### src/rtl/factorial_inverse_pkg.sv
// Shared definitions for the factorial inverse search: FSM states and parameter defaults.
package factorial_inverse_pkg;

    typedef enum logic {
        IDLE = 1'b0,
        CALC = 1'b1
    } state_t;

    localparam int W_DEFAULT  = 16;
    localparam int NW_DEFAULT = 4;

    // Largest n the search may report for an NW-bit result.
    function automatic int kmax_of(input int nw);
        return (1 << nw) - 1;
    endfunction

endpackage

### src/rtl/factorial_inverse_mul_step.sv
// One search step of the factorial inverse: next running product prod*(k+1), W+NW bits wide.
module factorial_inverse_mul_step
    import factorial_inverse_pkg::*;
#(
    parameter int W  = W_DEFAULT,
    parameter int NW = NW_DEFAULT
) (
    input  logic [W+NW-1:0] prod,
    input  logic [NW:0]     mult,
    output logic [W+NW-1:0] prod_next
);

    // Only used while prod < target < 2**W and mult <= 2**NW, so the result fits W+NW bits.
    assign prod_next = prod * (W+NW)'(mult);

endmodule

### src/rtl/factorial_inverse.sv
// Finds n with n! == fact_in, or the largest n with n! < fact_in, one multiply step per clock.
// Optional FACTINV_FLOOR_EN adds floor_fact = n_out! updated together with done.
module factorial_inverse
    import factorial_inverse_pkg::*;
#(
    parameter int W  = W_DEFAULT,
    parameter int NW = NW_DEFAULT
) (
    input  logic          clk,
    input  logic          reset_n,
    input  logic          start,
    input  logic [W-1:0]  fact_in,
    output logic          busy,
    output logic          done,
    output logic [NW-1:0] n_out,
    output logic          exact
`ifdef FACTINV_FLOOR_EN
    ,
    output logic [W-1:0]  floor_fact
`endif
);

    localparam logic [NW-1:0] KMAX = NW'(kmax_of(NW));

    state_t           state;
    logic [W-1:0]     target;
    logic [W+NW-1:0]  target_ext;
    logic [W+NW-1:0]  prod;
    logic [W+NW-1:0]  prod_next;
    logic [NW-1:0]    k;
    logic [NW:0]      kp1;
    logic             accept;
    logic             step;
`ifdef FACTINV_FLOOR_EN
    logic [W-1:0]     prev;
`endif

    assign target_ext = {{NW{1'b0}}, target};
    assign kp1        = {1'b0, k} + (NW+1)'(1);
    assign accept     = (state == IDLE) && start;
    assign step       = (state == CALC) && (prod < target_ext) && (k != KMAX);

    factorial_inverse_mul_step #(
        .W  (W),
        .NW (NW)
    ) u_mul_step (
        .prod      (prod),
        .mult      (kp1),
        .prod_next (prod_next)
    );

    always_ff @(posedge clk or negedge reset_n) begin
        if (!reset_n) begin
            state <= IDLE;
            busy  <= 1'b0;
            done  <= 1'b0;
            n_out <= '0;
            exact <= 1'b0;
            k     <= '0;
`ifdef FACTINV_FLOOR_EN
            floor_fact <= '0;
`endif
        end else begin
            done <= 1'b0;
            case (state)
                IDLE: begin
                    if (start) begin
                        k     <= '0;
                        busy  <= 1'b1;
                        state <= CALC;
                    end
                end
                CALC: begin
                    if (prod == target_ext) begin
                        n_out <= k;
                        exact <= 1'b1;
                        done  <= 1'b1;
                        busy  <= 1'b0;
                        state <= IDLE;
`ifdef FACTINV_FLOOR_EN
                        floor_fact <= prod[W-1:0];
`endif
                    end else if (prod > target_ext) begin
                        // Overshot: the previous n is the floor; value 0 still reports n=0.
                        n_out <= (k == '0) ? '0 : k - 1'b1;
                        exact <= 1'b0;
                        done  <= 1'b1;
                        busy  <= 1'b0;
                        state <= IDLE;
`ifdef FACTINV_FLOOR_EN
                        floor_fact <= prev;
`endif
                    end else if (k == KMAX) begin
                        n_out <= k;
                        exact <= 1'b0;
                        done  <= 1'b1;
                        busy  <= 1'b0;
                        state <= IDLE;
`ifdef FACTINV_FLOOR_EN
                        floor_fact <= prod[W-1:0];
`endif
                    end else begin
                        k <= kp1[NW-1:0];
                    end
                end
                default: state <= IDLE;
            endcase
        end
    end

    // Datapath registers carry no reset; they are always loaded on accept before use.
    always_ff @(posedge clk) begin
        if (accept) begin
            target <= fact_in;
            prod   <= (W+NW)'(1);
`ifdef FACTINV_FLOOR_EN
            prev   <= W'(1);
`endif
        end else if (step) begin
            prod <= prod_next;
`ifdef FACTINV_FLOOR_EN
            prev <= prod[W-1:0];
`endif
        end
    end

endmodule
### config.mk
export PLATFORM = sky130hd
export DESIGN_NAME = factorial_inverse
export DESIGN_NICKNAME = d
export VERILOG_FILES = /design/src/rtl/factorial_inverse_pkg.sv /design/src/rtl/factorial_inverse_mul_step.sv /design/src/rtl/factorial_inverse.sv
export SDC_FILE = /design/constraint.sdc
export NUM_CORES = 1
export LEC_CHECK = 0
export BUFFER_PORTS_ARGS = -buffer_cell sky130_fd_sc_hd__buf_2
export CELL_PAD_IN_SITES_DETAIL_PLACEMENT = 0
export CELL_PAD_IN_SITES_GLOBAL_PLACEMENT = 1
export CORE_ASPECT_RATIO = 0.6
export CORE_MARGIN = 1
export CORE_UTILIZATION = 30
export CTS_CLUSTER_DIAMETER = 120
export DETAILED_ROUTE_END_ITERATION = 10
export PLACE_DENSITY = 0.62
export SETUP_SLACK_MARGIN = 0.15
export SLEW_MARGIN = 20
export SYNTH_ARGS = -nofsm -noshare
export SYNTH_HDL_FRONTEND = slang
export SYNTH_HIERARCHICAL = 1
export SYNTH_SLANG_ARGS = --single-unit
### constraint.sdc
create_clock -name clk -period 5.53 [get_ports clk]
set_clock_uncertainty 0.05 [all_clocks]
set_input_delay 0.553 -clock clk [delete_from_list [all_inputs] [get_ports clk]]
set_output_delay 0.553 -clock clk [all_outputs]
set_load 0.01 [all_outputs]
Yosys cells after proc, flatten, opt, wreduce, memory -nomap -nowiden
Cells that the tools add are included.
{"block": "word_totals", "n_memories": 0, "ram_bits": 0, "output_inout_bits": 7, "wordCells": 54, "latchBits": 0, "mem_bits_ro": 0, "regBits": 48}
{"block": "classes", "div": 0, "shift": 0, "reduce_logical": 8, "bitwise_logic": 1, "n_lt_le_gt_ge": 2, "eq_ne": 8, "n_mux": 24, "add_sub_neg": 2, "mul": 1}
{"cell": "$mux 4", "count": 8}
{"cell": "$eq 20x16->1", "count": 1}
{"cell": "$gt 20x16->1", "count": 1}
{"cell": "$lt 20x16->1", "count": 1}
{"cell": "$mul 20x5->20", "count": 1}
{"cell": "$mux 1", "count": 13}
{"cell": "$ne 2x2->1 const B", "count": 4}
{"cell": "$pmux 4 s2", "count": 1}
{"cell": "$add 4x1->5 const B", "count": 1}
{"cell": "$eq 4x4->1 const B", "count": 1}
{"cell": "$logic_not 4->1", "count": 1}
{"cell": "$ne 4x1->1 const B", "count": 1}
{"cell": "$ne 4x4->1 const B", "count": 1}
{"cell": "$pmux 1 s2", "count": 2}
{"cell": "$reduce_and 2->1", "count": 2}
{"cell": "$reduce_and 4->1", "count": 1}
{"cell": "$sub 4x1->4 const B", "count": 1}
{"cell": "$logic_and 1x1->1", "count": 3}
{"cell": "$reduce_bool 3->1", "count": 1}
{"cell": "$not 1->1", "count": 1}

Longest topological paths before layout
{"block": "depth", "ltp_word": 5, "mapped_depth": 20}

Hierarchy
Netlist, hierarchy kept.
{"module": "factorial_inverse_mul_step", "n_inst": 1, "cells_each": 326, "seq_area_each_um2": 0.0, "area_per_inst_um2": 2618.8}
{"module": "factorial_inverse", "n_inst": 1, "cells_each": 217, "seq_area_each_um2": 1181.1, "area_per_inst_um2": 2332.2}

Worst setup path before layout
Ideal clock, no wire load.
{"block": "synth_timing", "path_kind": "register to register", "start": "register k[2]", "end": "register prod[16]", "stages_incl_launch_ff": 20, "n_path_buf": 2, "t_arrival_ns": 4.464, "setup_time_ns": 0.154, "synth_period_minus_slack_ns": 4.668, "path_slack_ns": 0.862, "cell_sequence": "dfrtp_1 -> clkbuf_1 -> nand3_1 -> xnor2_1 -> clkbuf_1 -> and2_1 -> fa_1 -> fa_1 -> inv_1 -> fa_1 -> inv_1 -> ha_1 -> and3_4 -> and2_4 -> a211oi_4 -> nor2b_2 -> o41ai_2 -> xnor2_1 -> a21oi_1 -> nor2_1"}
{"block": "synth_via", "elab_chain_len": 2}
{"item": "start, declared", "line": "factorial_inverse.sv:30", "source": "logic [NW-1:0] k;"}
{"item": "start signal, assigned", "line": "factorial_inverse.sv:103", "source": "k <= kp1[NW-1:0];"}
{"item": "$add 4x1->5", "line": "factorial_inverse.sv:39", "source": "assign kp1 = {1'b0, k} + (NW+1)'(1);"}
{"item": "net kp1[3]", "line": "factorial_inverse.sv:31", "source": "logic [NW:0] kp1;"}
{"item": "$mul 20x5->20", "line": "factorial_inverse_mul_step.sv:14", "source": "assign prod_next = prod * (W+NW)'(mult);"}
{"item": "net prod_next[16]", "line": "factorial_inverse.sv:29", "source": "logic [W+NW-1:0] prod_next;"}
{"item": "end signal, assigned", "line": "factorial_inverse.sv:115", "source": "prod <= (W+NW)'(1);"}
{"item": "end signal, assigned", "line": "factorial_inverse.sv:120", "source": "prod <= prod_next;"}
{"item": "end, declared", "line": "factorial_inverse.sv:28", "source": "logic [W+NW-1:0] prod;"}
The timed path passes the listed nets, and every way through them passes these cells.
A chain may end at the register's enable or synchronous reset.

Worst setup path in the final report
{"block": "layout_timing", "start": "register k[0]", "end": "register prod[16]"}
The elaborated chain is that of the path after synthesis.

==> flow_metrics.tcl <==
set metrics [dict create \
    tns_ns 0 \
    post_drt_wl_per_cell_um 14.6 \
    firstDrtPassIters 4 \
    fmax_mhz 198 \
    synth-edff-count 16 \
    cpLargestDelayFamily "adder cells" \
    async_reset_ff_frac 0.250 \
    finalWeightedCongestion 0.807 \
    num_io_pins 26 \
    maxSlewHeadroom 0.663 \
    hpwl_um 8760 \
    place_inst 762 \
    synth-warning-count 6 \
    grt_max_degree 37 \
    cp.arrival_ns 5.18 \
    clk_pin_slew_ns 0.07 \
    path_cells "ha_1, nand3_2, clkinvlp_4, and2_1, fa_1, fa_1, inv_1, fa_1, inv_1, ha_1, a21oi_1, and2b_1, a211oi_4, nor2b_2, o41ai_2, xnor2_1, a21oi_1, nor2_1" \
    cts_root_buf "clkbuf_16" \
    die_area_mm2 0.0170 \
    cts_tree "done" \
    synth_fp_nets 650 \
    max-clock-path-buffers 2 \
    antennaDiodeCount 0 \
    core_area_mm2 0.0157 \
    totalWireLength_um 11300 \
    leakage_nw 2.62 \
    yosysSeqAreaShare 0.239 \
    crit_required_ns 5.65 \
    cts_num_sinks 48 \
    drv_cap 0 \
    synth_flop_cell "dfxtp_1" \
    ir_drop_v 0.000175 \
    status "completed" \
    fin_crit_sh 0.915 \
    die_w_um 168 \
    globalRouteOverflowTotal 0 \
    multi_input_area_mm2 0.00337 \
    worstSetupPathType "flop to flop" \
    fillCellCount 1631 \
    stdcell_count 773 \
    rsz0062_at_grt "false" \
    drc 0 \
    grt_usage 0.146 \
    finalCriticalPeriod_ns 5.06 \
    area_growth_pct 11.4 \
    critPathCaptureType "flop" \
    die_y_um 102 \
    place_ws_ns 0.348 \
    utilization 0.351 \
    syn_inst 543 \
    hold_viol_final 0 \
    worst-path-buf-inv 3 \
    grt_pass1_wl_um 19300 \
    finalPower_mw 1.77 \
    power_density_mw_per_mm2 321 \
    syn_area_mm2 0.00495 \
    tightest_slew_ns 0.505 \
    io_buffers 25 \
    min_path_type "input pin to asynchronous set/reset pin" \
    nets 676 \
    cts-htree-levels 2 \
    grt_pass1_vias 3754 \
    avgSynthCellArea_um2 9.12 \
    cp_common_cell "fa_1" \
    ff_latch_area_mm2 0.00118 \
    cts_made_buffers 5 \
    row_count 35 \
    worstSkewPairLatency_ns 0.29 \
    path_max_fanout 7 \
    drt_iter0_drc 182 \
    slew_violations 0 \
    antenna_left 0 \
    cp-start-kind "flop" \
    synth-seq-cells 48 \
    drive_gt1_frac 0.111 \
    via_per_inst 4.75 \
    synth.distinct_cells 58 \
    setup_slack_ns 0.469 \
    worst_path_max_delay_cell "fa_1" \
    max_stage_delay_ns 0.56 \
    start_util 0.315 \
    dr_total_vias 3671 \
    antenna_found_initial 0 \
    setup_viol 0 \
]
path summary, 6_finish.rpt:
| check | start | to | slack (ns) | cells after the start |
|---|---|---|---|---|
| worst max register to register | k[0]$_DFFE_PN0P_ | prod[16]$_SDFFE_PP0P_ | 0.47 | 18 |
| worst max-delay path | k[0]$_DFFE_PN0P_ | prod[16]$_SDFFE_PP0P_ | 0.47 | 18 |
| max in group asynchronous | reset_n | exact$_DFFE_PN0P_ | 5.12 | 1 |
| worst min register to register | exact$_DFFE_PN0P_ | exact$_DFFE_PN0P_ | 0.44 | 1 |
| worst min-delay path | reset_n | k[2]$_DFFE_PN0P_ | 0.08 | 1 |
| min in group clk | fact_in[11] | target[11]$_DFFE_PP_ | 0.38 | 1 |
synth_stat cells, drive strengths merged (3+ instances only):
master	number	area share
nor3	6	0.0071
nor2	33	0.027
nand2b	3	0.0038
xnor2	14	0.025
nor2b	4	0.0056
o21ai	16	0.018
nand2	47	0.036
nand3	8	0.0081
or3	3	0.0038
a21oi	26	0.026
or4	4	0.0076
buf	3	0.0056
a21o	3	0.0045
ha	41	0.10
inv	90	0.068
fa	47	0.19
a211oi	4	0.0096
clkbuf	12	0.0093
nand4	7	0.010
dfxtp	20	0.081
mux2i	18	0.036
mux2	5	0.011
edfxtp	16	0.097
o211ai	3	0.0045
dfrtp	12	0.061
o21bai	3	0.0045
and2	64	0.082
o21a	4	0.0061
xor2	9	0.016
through the flow:
step / area, um^2 / hold WS (ns)
6_report: 5520 / 0.0824
5_1_grt: 5520 / 0.0840
3_3_place_gp: 5300 / 0.398
3_5_place_dp: 5300 / 0.402
2_1_floorplan: 4950 / 0.207
4_1_cts: 5480 / 0.0765
metal layers:
metal / GRT usage / vias up / share of wire
met4: 0.0240 / 0 / 0.0042
met5: 0 / - / 0
li1: - / 1812 / -
met2: 0.203 / 46 / 0.37
met1: 0.232 / 1808 / 0.59
met3: 0.0258 / 5 / 0.032
logic make-up (layout without fill, tap and decap cells):
group / Yosys count / in the layout / synth area share
and+or+nand+nor: 185 / 185 / 0.200
buffers and inverters: 105 / 132 / 0.0831
adders and majority gates: 88 / 88 / 0.294
AOI/OAI and AO/OA: 71 / 71 / 0.0965
DFF: 48 / 48 / 0.239
xor gates and xnor gates: 23 / 23 / 0.0407
muxes: 23 / 23 / 0.0478
sequential cells by signal, indices dropped and copies added (netlist names):
name and cells:
prod 20, target 16, k 4, n_out 4, busy 1, done 1
exact 1, state 1
final cells by class:
class                      count  share of cell area
multi-input combinational    390               0.611
sequential                    48               0.214
inverter                      90              0.0619
tap                          203              0.0461
timing repair buffer          33              0.0336
clock buffer                   6              0.0252
clock inverter                 2             0.00703
timing repair inverter         1             0.00136
cell usage in the layout, fill, tap and decap left out, drive strengths merged, types with 3 or more instances in the layout:
cell / count
nor3: 6
edfxtp: 16
xor2: 9
mux2: 5
a21oi: 26
dfxtp: 20
or4: 4
or3: 3
nor2: 33
nand3: 8
mux2i: 18
o21ai: 16
dfrtp: 12
o21a: 4
and2: 64
o21bai: 3
a211oi: 4
clkbuf: 6
o211ai: 3
nand2: 47
fa: 47
inv: 89
ha: 41
nand2b: 3
xnor2: 14
nand4: 7
nor2b: 4
buf: 33
a21o: 3
power breakdown:
part / internal, mW / total [mW] / switching, mW / leakage [nW]
sequential: 0.454 / 0.553 / 0.0991 / 0.466
clock: 0.227 / 0.371 / 0.144 / 0.0871
combinational: 0.334 / 0.845 / 0.510 / 2.07
total: 1.02 / 1.77 / 0.753 / 2.62
what timing repair did:
action,in CTS,in global routing
setup endpoints to repair,0,6
hold buffers,0,0
buffers inserted,0,2
resized for setup,0,4
hold endpoints to repair,0,0
Power figures use the tool's default switching activity.
